## src/rtl/sisc_pkg.sv

```systemverilog
// Shared SISC definitions: opcode values, instruction field positions,
// fetch FSM state encoding and the fetch timeout limit.
package sisc_pkg;

    // Opcode values (IR[31:28])
    localparam logic [3:0] OP_NOOP   = 4'd0;
    localparam logic [3:0] OP_LOD    = 4'd1;
    localparam logic [3:0] OP_STR    = 4'd2;
    localparam logic [3:0] OP_SWP    = 4'd3;
    localparam logic [3:0] OP_BRA    = 4'd4;
    localparam logic [3:0] OP_BRR    = 4'd5;
    localparam logic [3:0] OP_BNE    = 4'd6;
    localparam logic [3:0] OP_BNR    = 4'd7;
    localparam logic [3:0] OP_ALU_OP = 4'd8;
    localparam logic [3:0] OP_HLT    = 4'd15;

    // Instruction field bit positions
    localparam int OPC_HI = 31;
    localparam int OPC_LO = 28;
    localparam int MM_HI  = 27;
    localparam int MM_LO  = 24;
    localparam int RD_HI  = 23;
    localparam int RD_LO  = 20;
    localparam int RS_HI  = 19;
    localparam int RS_LO  = 16;
    localparam int RT_HI  = 15;
    localparam int RT_LO  = 12;
    localparam int IMM_HI = 15;
    localparam int IMM_LO = 0;

    // Last wait-counter value before a stalled fetch is abandoned (15th cycle)
    localparam logic [3:0] WAIT_LAST = 4'd14;

    typedef enum logic {
        ST_IDLE = 1'b0,
        ST_REQ  = 1'b1
    } fetch_state_t;

endpackage

```

## src/rtl/sisc_br_cond.sv

```systemverilog
// Branch condition resolver: decides whether the latched branch is taken
// and whether its target is PC-relative. Non-branch opcodes never take.
module sisc_br_cond
    import sisc_pkg::*;
(
    input  logic [3:0] opcode,
    input  logic [3:0] mm,
    input  logic [3:0] stat,
    output logic       taken,
    output logic       is_rel
);

    logic cond;

    assign cond = |(mm & stat);

    // Decode branch kind and polarity of the condition
    always_comb begin
        taken  = 1'b0;
        is_rel = 1'b0;
        case (opcode)
            OP_BRA: taken = cond;
            OP_BRR: begin
                taken  = cond;
                is_rel = 1'b1;
            end
            OP_BNE: taken = !cond;
            OP_BNR: begin
                taken  = !cond;
                is_rel = 1'b1;
            end
            default: ;
        endcase
    end

endmodule

```

## src/rtl/sisc_ifetch.sv

```systemverilog
// SISC instruction-fetch front end: owns PC and IR, fetches over a
// request/ready handshake, splits IR into fields and resolves branches.
// Optional feature macro: IFETCH_TIMEOUT_EN (abandon a fetch after 15 stalled
// cycles, load a NOOP and set a sticky fetch_err).
module sisc_ifetch
    import sisc_pkg::*;
#(
    parameter int ADDR_W  = 16,
    parameter int INSTR_W = 32
) (
    input  logic               clk,
    input  logic               rst_f,
    input  logic               fetch_req,
    output logic               fetch_done,
    input  logic               br_eval,
    input  logic [3:0]         stat,
    output logic               im_req,
    output logic [ADDR_W-1:0]  im_addr,
    input  logic               im_ready,
    input  logic [INSTR_W-1:0] im_rdata,
    output logic [3:0]         opcode,
    output logic [3:0]         mm,
    output logic [3:0]         rd,
    output logic [3:0]         rs,
    output logic [3:0]         rt,
    output logic [15:0]        imm,
    output logic [ADDR_W-1:0]  pc,
    output logic               fetch_err
);

    fetch_state_t              state, state_next;
    logic [INSTR_W-1:0]        ir, ir_next;
    logic [ADDR_W-1:0]         pc_next;
    logic                      done_next;
    logic                      br_taken, br_rel;
    logic signed [15:0]        imm_s;
    logic signed [ADDR_W-1:0]  br_off;
    logic [ADDR_W-1:0]         br_target;

`ifdef IFETCH_TIMEOUT_EN
    logic [3:0]                wait_cnt, wait_cnt_next;
    logic                      err_set;
`endif

    // Field split is purely combinational from IR
    assign opcode = ir[OPC_HI:OPC_LO];
    assign mm     = ir[MM_HI:MM_LO];
    assign rd     = ir[RD_HI:RD_LO];
    assign rs     = ir[RS_HI:RS_LO];
    assign rt     = ir[RT_HI:RT_LO];
    assign imm    = ir[IMM_HI:IMM_LO];

    // Request follows state so reset removes it asynchronously
    assign im_req  = (state == ST_REQ);
    assign im_addr = pc;

    sisc_br_cond u_br_cond (
        .opcode (opcode),
        .mm     (mm),
        .stat   (stat),
        .taken  (br_taken),
        .is_rel (br_rel)
    );

    assign imm_s     = $signed(imm);
    assign br_off    = ADDR_W'(imm_s);
    assign br_target = br_rel ? (pc + $unsigned(br_off)) : ADDR_W'(imm);

    // State register
    always_ff @(posedge clk or negedge rst_f) begin
        if (!rst_f) state <= ST_IDLE;
        else        state <= state_next;
    end

    // Next state, IR/PC updates and completion pulse
    always_comb begin
        state_next = state;
        ir_next    = ir;
        pc_next    = pc;
        done_next  = 1'b0;
`ifdef IFETCH_TIMEOUT_EN
        wait_cnt_next = wait_cnt;
        err_set       = 1'b0;
`endif
        case (state)
            ST_IDLE: begin
                // Branch first so a simultaneous fetch issues the new PC
                if (br_eval && br_taken) pc_next = br_target;
                if (fetch_req) begin
                    state_next = ST_REQ;
`ifdef IFETCH_TIMEOUT_EN
                    wait_cnt_next = 4'd0;
`endif
                end
            end
            ST_REQ: begin
                if (im_ready) begin
                    ir_next    = im_rdata;
                    pc_next    = pc + ADDR_W'(1);
                    state_next = ST_IDLE;
                    done_next  = 1'b1;
                end
`ifdef IFETCH_TIMEOUT_EN
                else if (wait_cnt == WAIT_LAST) begin
                    ir_next    = '0;
                    err_set    = 1'b1;
                    state_next = ST_IDLE;
                    done_next  = 1'b1;
                end else begin
                    wait_cnt_next = wait_cnt + 4'd1;
                end
`endif
            end
            default: state_next = ST_IDLE;
        endcase
    end

    // PC, IR and done pulse registers
    always_ff @(posedge clk or negedge rst_f) begin
        if (!rst_f) begin
            pc         <= '0;
            ir         <= '0;
            fetch_done <= 1'b0;
        end else begin
            pc         <= pc_next;
            ir         <= ir_next;
            fetch_done <= done_next;
        end
    end

`ifdef IFETCH_TIMEOUT_EN
    // Wait counter and sticky timeout flag
    always_ff @(posedge clk or negedge rst_f) begin
        if (!rst_f) begin
            wait_cnt  <= 4'd0;
            fetch_err <= 1'b0;
        end else begin
            wait_cnt <= wait_cnt_next;
            if (err_set) fetch_err <= 1'b1;
        end
    end
`else
    assign fetch_err = 1'b0;
`endif

endmodule

```

## config.mk

```make
export PLATFORM = sky130hd
export DESIGN_NAME = sisc_ifetch
export DESIGN_NICKNAME = d
export VERILOG_FILES = /design/src/rtl/sisc_pkg.sv /design/src/rtl/sisc_br_cond.sv /design/src/rtl/sisc_ifetch.sv
export SDC_FILE = /design/constraint.sdc
export NUM_CORES = 1
export LEC_CHECK = 0
export CAP_MARGIN = 15
export CORE_MARGIN = 2
export CORE_UTILIZATION = 45
export CTS_CLUSTER_SIZE = 8
export DETAILED_ROUTE_END_ITERATION = 8
export DONT_BUFFER_PORTS = 1
export PLACE_DENSITY = 0.57
export SLEW_MARGIN = 20
export SYNTH_ARGS = -nofsm -noshare
export SYNTH_HDL_FRONTEND = slang
export SYNTH_HIERARCHICAL = 1
export SYNTH_SLANG_ARGS = --single-unit
```

## constraint.sdc

```tcl
create_clock -name clk -period 2.6 [get_ports clk]
set_input_delay 0.13 -clock clk [delete_from_list [all_inputs] [get_ports clk]]
set_output_delay 0.13 -clock clk [all_outputs]
set_load 0.05 [all_outputs]
```

==> flow_summary.ini <==
[min_path]
hold_class = in2reg

[floorplanning]
die_h_um = 89.1
io_pins = 112
fp.coreArea_um2 = 7140
die_area_um2 = 7940
num_rows = 31
initial_core_util = 0.457
die_x_um = 89.1

[drt]
via_per_inst = 5.70
first_pass_iters = 4
drc = 0
final_antenna_net_count = 0
drt_iter0_drc = 130
vias = 2873
routed_wl_mm = 8.92
wire_per_inst_um = 17.7

[cells_and_area]
final_cell_area_um2 = 4070
n_fill_cell = 643
area_growth_pct = 24.9
drive_above_1_share = 0.259
final_cell_mix = buf_4, dfrtp_1, dlygate4sd3_1, mux2_2, a21oi_1
ff_latch_area_um2 = 1260
multi_input_comb_area_um2 = 1790
nNetsFinal = 462
num_antenna_cells = 0
final_common_cell = buf_4

[synthesis]
synth.avg_cell_area_um2 = 9.59
netlist_area_um2 = 3260
async_flop_share = 1.00
synth_edf_count = 0
synth.distinct_cells = 49
synth-seq-cells = 50
ys_seq_area_frac = 0.384
synth_top_flop_cell = dfrtp_1
yosys_warnings = 6
synth_fp_nets = 398
synthCells = 340

[timing]
skew_ps = 8.66
finalSetupViolations = 0
hold_slack_ps = 162
slew_violations = 0
finalCriticalPeriod_ps = 2450
period_share = 0.941
rsz0062_at_grt = no
max_freq_mhz = 409
hold_viol = 0

[clocking]
cts_sinks = 50
clockBufferDepth = 2
ctsRootBufferMaster = clkbuf_8
cts_made_buffers = 5
tritoncts = yes
clock_latency_ps = 310
htree_levels = 2
path_clk_slew_ps = 100

[power]
p_leak_nw = 1.72
p_int_w = 0.00233
switching_share = 0.552
seqPwrFrac = 0.239
p_clk_frac = 0.098
switchingPower_w = 0.00287
p_comb_frac = 0.663
peakVddDrop_mv = 0.544
pwr_density_cell_nw_per_um2 = 1280

[global_routing]
grt_overflow = 0
track_usage = 0.229
grt_pass1_wl_mm = 13.9
grt_pass1_vias = 2811
grt_max_degree = 51
antenna_found_initial = 0

[run]
max-cap-violations = 0

[placement]
port-buffer-count = 0
dpl_cell_area_um2 = 3580
hpwlAfterDp_mm = 6.26
place.gp.congestion = 0.869

[worst_setup_path]
endpoint_kind = register
max_stage_delay_ps = 450
path_cells = ha_1 -> fa_1 -> a211oi_2 -> o21bai_1 -> a21oi_1 -> a32o_2 -> o21bai_1 -> xnor2_1 -> o21ai_0
path_buf_inv = 0
path_class = reg2reg
required_ps = 2830
critPathSlowestCell = fa_1
cp_top_family = compound AO/OA/AOI/OAI gates
cp_max_fo = 3
crit_path_start_kind = register
worstPathArrival_ps = 2670
cp_common_cell = o21bai_1

[run_status]
status = complete, no violations
[sequential cells by signal, summed over array words and instances (netlist names)]
| register | cells |
|---|---|
| im_addr | 16 |
| im_req | 1 |
| ir | 32 |
| fetch_done | 1 |
[power by group through the flow]
| stage | sequential [W] | combinational (W) | clock [W] |
|---|---|---|---|
| after floorplan | 0.00201 | 0.00198 | 0 |
| after global placement | 0.00125 | 0.00330 | 0 |
| after detailed placement | 0.00126 | 0.00333 | 0 |
| after CTS | 0.00125 | 0.00340 | 0.000525 |
| after global routing | 0.00127 | 0.00368 | 0.000548 |
| final | 0.00124 | 0.00344 | 0.000509 |
[synthesized netlist by cell type, types with 4 or more instances]
cell / count / area, µm²
dfrtp_1: 50 / 1250
nor2b_1: 6 / 37.5
mux2_2: 33 / 372
ha_1: 16 / 200
xnor2_1: 12 / 105
nand2_1: 25 / 93.8
mux2i_1: 5 / 50.1
inv_1: 6 / 22.5
nand3_1: 11 / 55.1
buf_4: 21 / 158
nor2_1: 20 / 75.1
clkbuf_1: 8 / 30.0
a21oi_1: 31 / 155
a211oi_1: 6 / 45.0
o21ai_0: 25 / 125
nand4_1: 4 / 25.0
[per-stage QoR]
| step | setup WS (ps) | std cells | setup TNS (ps) | utilization | total power [W] |
|---|---|---|---|---|---|
| final | 153 | 504 | 0 | 0.571 | 0.00520 |
| after global routing | 4.99 | 504 | 0 | 0.571 | 0.00550 |
| after CTS | 65.0 | 503 | 0 | 0.569 | 0.00517 |
| after detailed placement | 103 | 459 | 0 | 0.502 | 0.00459 |
| after global placement | 124 | 459 | 0 | 0.502 | 0.00455 |
| after floorplan | -2.52 | 340 | -2.52 | - | 0.00399 |
[final cells by class]
type | instances | share of cell area
timing repair buffer | 89 | 0.190
tap | 99 | 0.0304
multi-input combinational | 251 | 0.440
sequential | 50 | 0.308
clock buffer | 6 | 0.0203
clock inverter | 2 | 0.00430
inverter | 7 | 0.00645
[timing repair]
| item | in CTS | in global routing |
|---|---|---|
| gates resized for setup | 0 | 2 |
| hold endpoints to repair | 83 | 0 |
| setup endpoints to repair | 0 | 4 |
| buffers inserted | 0 | 1 |
| hold buffers | 36 | 0 |
[worst paths after layout]
path | startpoint | to | slack, ps | cells past startpoint
worst max-delay path | im_addr[0] | im_addr[12] | 150 | 9
worst min-delay path | br_eval | im_addr[14] | 160 | 3
worst max register to register | im_addr[0] | im_addr[12] | 150 | 9
worst min register to register | im_addr[1] | im_addr[1] | 600 | 2
max in group asynchronous | rst_f | im_addr[2] | 2030 | 2
min in group asynchronous | rst_f | ir[6] | 310 | 2
[cell families (layout without fill, tap and decap cells)]
family / count (synthesis) / in the layout / share of synthesized area
AOI/OAI and AO/OA: 95 / 95 / 0.183
and+or+nand+nor: 86 / 86 / 0.129
DFF: 50 / 50 / 0.384
buffers and inverters: 39 / 104 / 0.0691
muxes: 38 / 38 / 0.129
adders and majority gates: 17 / 17 / 0.0675
xor gates and xnor gates: 14 / 14 / 0.0376
other: 1 / 1 / 0.00115
[worst reg2reg max path, cell delays in order (launching register included)]
cell and delay [ps]:
dfrtp_2 410, ha_1 230, fa_1 450, a211oi_2 280
o21bai_1 100, a21oi_1 220, a32o_2 250, o21bai_1 100
xnor2_1 130, o21ai_0 190
[layer usage]
layer | vias to the layer above | GRT usage | routed length [µm]
li1 | 1348 | - | -
met1 | 1385 | 0.295 | 3720
met2 | 125 | 0.372 | 4320
met3 | 15 | 0.0609 | 728
met4 | 0 | 0.0814 | 160
met5 | - | 0 | 0
Power figures use the tool's default switching activity.
